--- config.mk ---
export PLATFORM = sky130hd
export DESIGN_NAME = bit_serial_adder
export DESIGN_NICKNAME = d
export VERILOG_FILES = /design/src/rtl/bit_serial_adder.sv
export SDC_FILE = /design/constraint.sdc
export NUM_CORES = 1
export LEC_CHECK = 0
export CAP_MARGIN = 20
export CORE_MARGIN = 5
export CORE_UTILIZATION = 40
export CTS_BUF_LIST = sky130_fd_sc_hd__clkbuf_2 sky130_fd_sc_hd__clkbuf_4 sky130_fd_sc_hd__clkbuf_8
export DETAILED_ROUTE_END_ITERATION = 16
export GPL_TIMING_DRIVEN = 0
export PLACE_DENSITY_LB_ADDON = 0.2
export SYNTH_ARGS = -nofsm -noshare
export SYNTH_HDL_FRONTEND = slang
export SYNTH_SLANG_ARGS = --single-unit
--- constraint.sdc ---
create_clock -name Clk -period 2 [get_ports Clk]
set_input_delay 0.5 -clock Clk [delete_from_list [all_inputs] [get_ports Clk]]
set_output_delay 0.5 -clock Clk [all_outputs]
set_load 0.005 [all_outputs]
--- src/rtl/bit_serial_adder.sv ---
// Bit-serial add/subtract of two WIDTH-bit operands through one registered full-adder slice, LSB first.
// Latency: Done pulses WIDTH cycles after the accepting Start edge; Sum and flags are then held.
// Backpressure: none; Start is ignored while Busy and accepted again in the Done cycle.
module bit_serial_adder #(
    parameter int WIDTH = 4
) (
    input  logic             Clk,
    input  logic             Rst,
    input  logic             Start,
    input  logic             Mode,
    input  logic [WIDTH-1:0] A,
    input  logic [WIDTH-1:0] B,
    input  logic             Cin,
    output logic             Busy,
    output logic             Done,
    output logic [WIDTH-1:0] Sum,
    output logic             Carry,
    output logic             Overflow,
    output logic             Zero
);

    localparam int CW = (WIDTH > 1) ? $clog2(WIDTH) : 1;
    localparam logic [CW-1:0] LAST_BIT = CW'(WIDTH - 1);

    typedef enum logic [1:0] {
        S_IDLE,
        S_RUN,
        S_DONE
    } state_t;

    state_t           state_q, state_d;
    logic [WIDTH-1:0] a_q, a_d;
    logic [WIDTH-1:0] b_q, b_d;
    logic             c_q, c_d;
    logic [CW-1:0]    cnt_q, cnt_d;
    logic [WIDTH-1:0] acc_q, acc_d;
    logic [WIDTH-1:0] sum_q, sum_d;
    logic             carry_q, carry_d;
    logic             ovf_q, ovf_d;
    logic             zero_q, zero_d;

    logic             s_bit;
    logic             c_next;
    logic [WIDTH-1:0] acc_next;

    always_comb begin
        state_d = state_q;
        a_d     = a_q;
        b_d     = b_q;
        c_d     = c_q;
        cnt_d   = cnt_q;
        acc_d   = acc_q;
        sum_d   = sum_q;
        carry_d = carry_q;
        ovf_d   = ovf_q;
        zero_d  = zero_q;

        s_bit    = a_q[0] ^ b_q[0] ^ c_q;
        c_next   = (a_q[0] & b_q[0]) | (a_q[0] & c_q) | (b_q[0] & c_q);
        acc_next = {s_bit, acc_q[WIDTH-1:1]};

        case (state_q)
            S_IDLE, S_DONE: begin
                if (Start) begin
                    // Subtraction is A + ~B + 1, so B is inverted and carry forced here.
                    state_d = S_RUN;
                    a_d     = A;
                    b_d     = B ^ {WIDTH{Mode}};
                    c_d     = Mode ? 1'b1 : Cin;
                    cnt_d   = '0;
                end else begin
                    state_d = S_IDLE;
                end
            end
            S_RUN: begin
                a_d   = a_q >> 1;
                b_d   = b_q >> 1;
                c_d   = c_next;
                acc_d = acc_next;
                cnt_d = cnt_q + CW'(1);
                if (cnt_q == LAST_BIT) begin
                    // c_q is the carry into the MSB at this point.
                    state_d = S_DONE;
                    cnt_d   = cnt_q;
                    sum_d   = acc_next;
                    carry_d = c_next;
                    ovf_d   = c_q ^ c_next;
                    zero_d  = (acc_next == '0);
                end
            end
            default: state_d = S_IDLE;
        endcase
    end

    always_ff @(posedge Clk) begin
        if (Rst) begin
            state_q <= S_IDLE;
            a_q     <= '0;
            b_q     <= '0;
            c_q     <= 1'b0;
            cnt_q   <= '0;
            acc_q   <= '0;
            sum_q   <= '0;
            carry_q <= 1'b0;
            ovf_q   <= 1'b0;
            zero_q  <= 1'b0;
        end else begin
            state_q <= state_d;
            a_q     <= a_d;
            b_q     <= b_d;
            c_q     <= c_d;
            cnt_q   <= cnt_d;
            acc_q   <= acc_d;
            sum_q   <= sum_d;
            carry_q <= carry_d;
            ovf_q   <= ovf_d;
            zero_q  <= zero_d;
        end
    end

    assign Busy     = (state_q == S_RUN);
    assign Done     = (state_q == S_DONE);
    assign Sum      = sum_q;
    assign Carry    = carry_q;
    assign Overflow = ovf_q;
    assign Zero     = zero_q;

endmodule

Yosys cells after proc, flatten, opt, wreduce, memory -nomap -nowiden
Cells that the tools add are included.
Widths: inputs -> output; s select.
{ "totals": {"rom_bits": 0, "word_cells": 46, "regBits": 24, "output_inout_bits": 9, "in_bits": 13, "n_memories": 0, "latchBits": 0, "ramBits": 0} }
{ "classes": {"order_cmp": 0, "bitwise_logic": 9, "add_sub_neg": 1, "n_shift": 0, "n_div": 0, "multipliers": 0, "n_mux": 13, "reduce_logical": 7, "n_eq_ne": 6} }
{ "op_table": {"columns": ["cell", "n"], "rows": [
  ["$pmux 4 s2", 2],
  ["$mux 4", 2],
  ["$pmux 2 s2", 2],
  ["$mux 2", 3],
  ["$eq 2x2->1 const B", 2],
  ["$logic_not 4->1", 1],
  ["$ne 2x2->1 const B", 2],
  ["$reduce_and 2->1", 2],
  ["$xor 4x4->4", 1],
  ["$and 1x1->1", 3],
  ["$mux 1", 3],
  ["$reduce_and 3->1", 1],
  ["$xor 1x1->1", 3],
  ["$add 2x1->2 const B", 1],
  ["$eq 2x1->1 const B", 1],
  ["$logic_not 2->1", 1],
  ["$ne 2x1->1 const B", 1],
  ["$or 1x1->1", 2],
  ["$pmux 1 s2", 1],
  ["$reduce_bool 2->1", 1],
  ["$reduce_or 2->1", 1]
]} }

Logic depth before layout (Yosys ltp)
Gate-level depths: netlist (run 1).
{ "depth": {"word_depth": 4, "ltp_mapped": 6, "mapped_depth_nobuf": 4} }

Worst setup path before layout (run 1)
Ideal clock, no wire load.
{ "synth_path": {"kind": "register to register", "startpoint": "register a_q[0]", "endpoint": "register zero_q, in the netlist Zero", "arrival_time_ns": 1.290, "path_stages_with_launch": 5, "setup_slack_ns": 0.640, "period_less_slack_ns": 1.360, "required_time_ns": 1.930, "cell_sequence": "dfxtp_1 > fa_1 > nor4_1 > nand3_1 > a21oi_1"} }
{ "synth_via": {"elab_chain_cells": 3} }
{ "synth_lines": {"columns": ["element", "line_no", "text"], "rows": [
  ["start, declared", "32", "logic [WIDTH-1:0] a_q, a_d;"],
  ["start signal, assigned", "98", "a_q <= '0;"],
  ["start signal, assigned", "109", "a_q <= a_d;"],
  ["$xor 1x1->1 (2 in series)", "58", "s_bit = a_q[0] ^ b_q[0] ^ c_q;"],
  ["via s_bit", "42", "logic s_bit;"],
  ["$logic_not 4->1", "88", "zero_d = (acc_next == '0);"],
  ["end signal, assigned", "117", "zero_q <= zero_d;"],
  ["end, declared", "40", "logic zero_q, zero_d;"]
]} }
The timed path passes the listed nets, and every way through them passes these cells.
A chain may end at the register's enable or synchronous reset.

Worst setup path after layout (run 1)
{ "layout_path": {"startpoint": "register state_q[1]", "endpoint": "output Done"} }
{ "layout_via": {"elab_chain_cells": 1} }
{ "layout_lines": {"columns": ["element", "line_no", "text"], "rows": [
  ["start, declared", "31", "state_t state_q, state_d;"],
  ["start signal, assigned", "108", "state_q <= state_d;"],
  ["$eq 2x2->1", "122", "assign Done = (state_q == S_DONE);"],
  ["end, declared", "15", "output logic Done,"]
]} }
No other way between the ends.

==> results of run 1 <==
==> timing repair <==
action                                  in CTS  in global routing
hold buffers                                 0                  0
buffers inserted                             3                  0
endpoints found under the setup margin       1                  0
resized for setup                            5                  0
==> worst max-delay path, cell delays in order (launching register included) <==
cell and delay [ns]:
dfxtp_2 0.35, buf_4 0.10, and2b_1 0.11, clkdlybuf4s50_1 0.49
==> power groups by stage <==
stage	logic, W	clock network (W)	registers (W)
floorplan	0.0000839	0	0.000499
global placement	0.000129	0	0.000502
detailed placement	0.000132	0	0.000503
CTS	0.000138	0.000220	0.000493
global route	0.000154	0.000236	0.000496
finish	0.000137	0.000211	0.000493
==> placed cells by master, fill, tap and decap left out, types with 4 or more instances in the layout <==
master,instances
mux2i_1,4
nand3_1,12
nor2_1,6
xor2_1,5
dfxtp_1,21
nand2_1,12
a22oi_1,6
buf_2,4
a21oi_1,16
clkdlybuf4s50_1,19
==> layer usage <==
metal	vias up	track usage [%]
met2	15	21.68
met4	0	5.696
met5	-	0
met1	396	17.58
li1	434	-
met3	4	1.961
==> worst paths after layout <==
check / slack [ns] / from / endpoint
worst min-delay path: 0.46 / Zero / Zero
worst min register to register: 0.46 / Zero / Zero
worst max register to register: 0.45 / c_q / Zero
worst max-delay path: 0.15 / state_q[1] / Done
==> registers in the layout, summed over array words and instances, names as in the netlist <==
register  cells
Sum           4
a_q           4
b_q           4
acc_q         3
cnt_q         2
state_q       2
Carry         1
Overflow      1
Zero          1
c_q           1
==> kinds of logic after synthesis <==
logic type,count (synthesis),share of synthesized area (%)
XOR/XNOR,5,4.470
AND/OR/NAND/NOR,38,19.03
AO/OA/AOI/OAI,27,16.22
buffers and inverters,10,5.874
flip-flops,23,47.00
multiplexers,4,4.087
adder cells (fa/ha/maj),2,3.320
==> final cells by class <==
cell class              count  area (µm²)
clock buffers               3       22.52
well taps                  30       37.54
fillers                   227        1136
clock inverters             1       5.005
inverters                   1       8.758
flip-flops and latches     23       462.9
plain buffers               9       53.80
repair buffers             23       221.5
multi-input cells          76       461.7
==> stage by stage <==
| step | util, % | hold slack, ns | instance area (µm²) | total power, W | std cells |
|---|---|---|---|---|---|
| after global routing | 52.86 | 0.4931 | 1274 | 0.0008865 | 166 |
| after floorplan | - | 0.4422 | 979.7 | 0.0005833 | 109 |
| final | 52.86 | 0.4613 | 1274 | 0.0008410 | 166 |
| after detailed placement | 50.52 | 0.4459 | 1217 | 0.0006350 | 159 |
| after global placement | 50.52 | 0.4404 | 1217 | 0.0006312 | 159 |
| after CTS | 52.86 | 0.4645 | 1274 | 0.0008519 | 166 |
==> metrics, run 1 <==
Synth Instances 109; P per Cell Area 660.2 nW/µm²; Yosys cell types 24; worst-path fanout max 2; DR DRC count 0; Clock Power Share 25.1%; Worst Hold Class reg2reg; WS Path Type reg2out; final worst path period share 92.54%; Min-Delay Path Depth 2; vias per cell 5.114; ranking of synthesized cells by area dfxtp_1, a21oi_1, nand3_1; uppermost routed layer met4; Yosys warnings 0; Syn Area/Cell 8.988 µm²; Static Leak 0.5079 nW; GRT Total Usage 13.36%; Clk pin slew, worst setup/hold paths 0.13 ns; metal2 WL 1026 µm; Worst EP required 1.50 ns; sequential fraction of the synthesis area 47.00%; WL met3 102 µm; area share of the largest cell type after synthesis 47.00%; Final TNS setup 0 ns; vias 849; setup ws final 0.1491 ns; full die area 3539 µm²; Worst EP arrival 1.35 ns; Max VDD drop 469.6 µV; FFs w/ async S/R, synth 0%; Max Cap Viol 0; net switching power 0.0002194 W; Setup Skew 0.01009 ns; clk_lat worst skew 0.31 ns; I/O Buffers 20; status completed; vias in the first global route 822; worst slew pin tran 0.4852 ns; DRT iter0 DRCs 23; Synth top cells by count dfxtp_1, a21oi_1, nand2_1, nand3_1; syn_nets 124; Hold Fails Final Rpt 0; GR Overflow Total 0; Yosys top cell by area dfxtp_1; shortest period the worst path allows 1.851 ns; Die Y 59.49 µm; Pins Over Slew Limit 0; global-route wire length before repair 3629 µm; CP Launch Type register; Routed wire per std cell 12.78 µm; root buffer cell clkbuf_4; antenna cells 0; TritonCTS clock tree done; largest net degree at the start of global routing 14; fin nets 152; initial core utilization 40.65%; drt total wl 2121 µm; RSZ-0062 raised after global routing no; H-tree depth 1; drt pass-1 iters 4; Die W 59.49 µm; CTS Buffer Depth 2; P_int 0.0006216 W; Post-Syn Area 979.7 µm²; Sw Ratio 26.09%; Metal-1 WL 963 µm; RePlAce Congestion 0.7131; Worst setup EP type primary output; flops & latches, synth 23; core area 2410 µm²; Num CTS Buffers 3; Gate power share 16.3%; Ports 22; remaining antenna violation count after routing 0; Clock Sinks 23; DP HPWL 1550 µm; sequential share of power 58.6%; row cnt 18; reg2reg path depth 4; most common cell in the synthesized netlist dfxtp_1; Final setup viols 0; synth-to-layout area growth 30.01%; worst slack at placement 0.1175 ns; EDFF count, synth 0; Primary FF master, synth dfxtp_1; relative slew slack 67.65%; Fmax achieved 540.3 MHz; initial antenna violation count 0; share of layout cells above drive strength 1 12.50%
No activity file was read; power rests on OpenSTA's default activity.
==> run 2: changes to the inputs <==
--- a/config.mk
+++ b/config.mk
@@ -12,6 +12,7 @@
 export DETAILED_ROUTE_END_ITERATION = 16
 export GPL_TIMING_DRIVEN = 0
 export PLACE_DENSITY_LB_ADDON = 0.2
+export SKIP_LAST_GASP = 1
 export SYNTH_ARGS = -nofsm -noshare
 export SYNTH_HDL_FRONTEND = slang
 export SYNTH_SLANG_ARGS = --single-unit
==> results of run 2 <==
The final DEF is identical to that of run 1; final timing and power are the same.
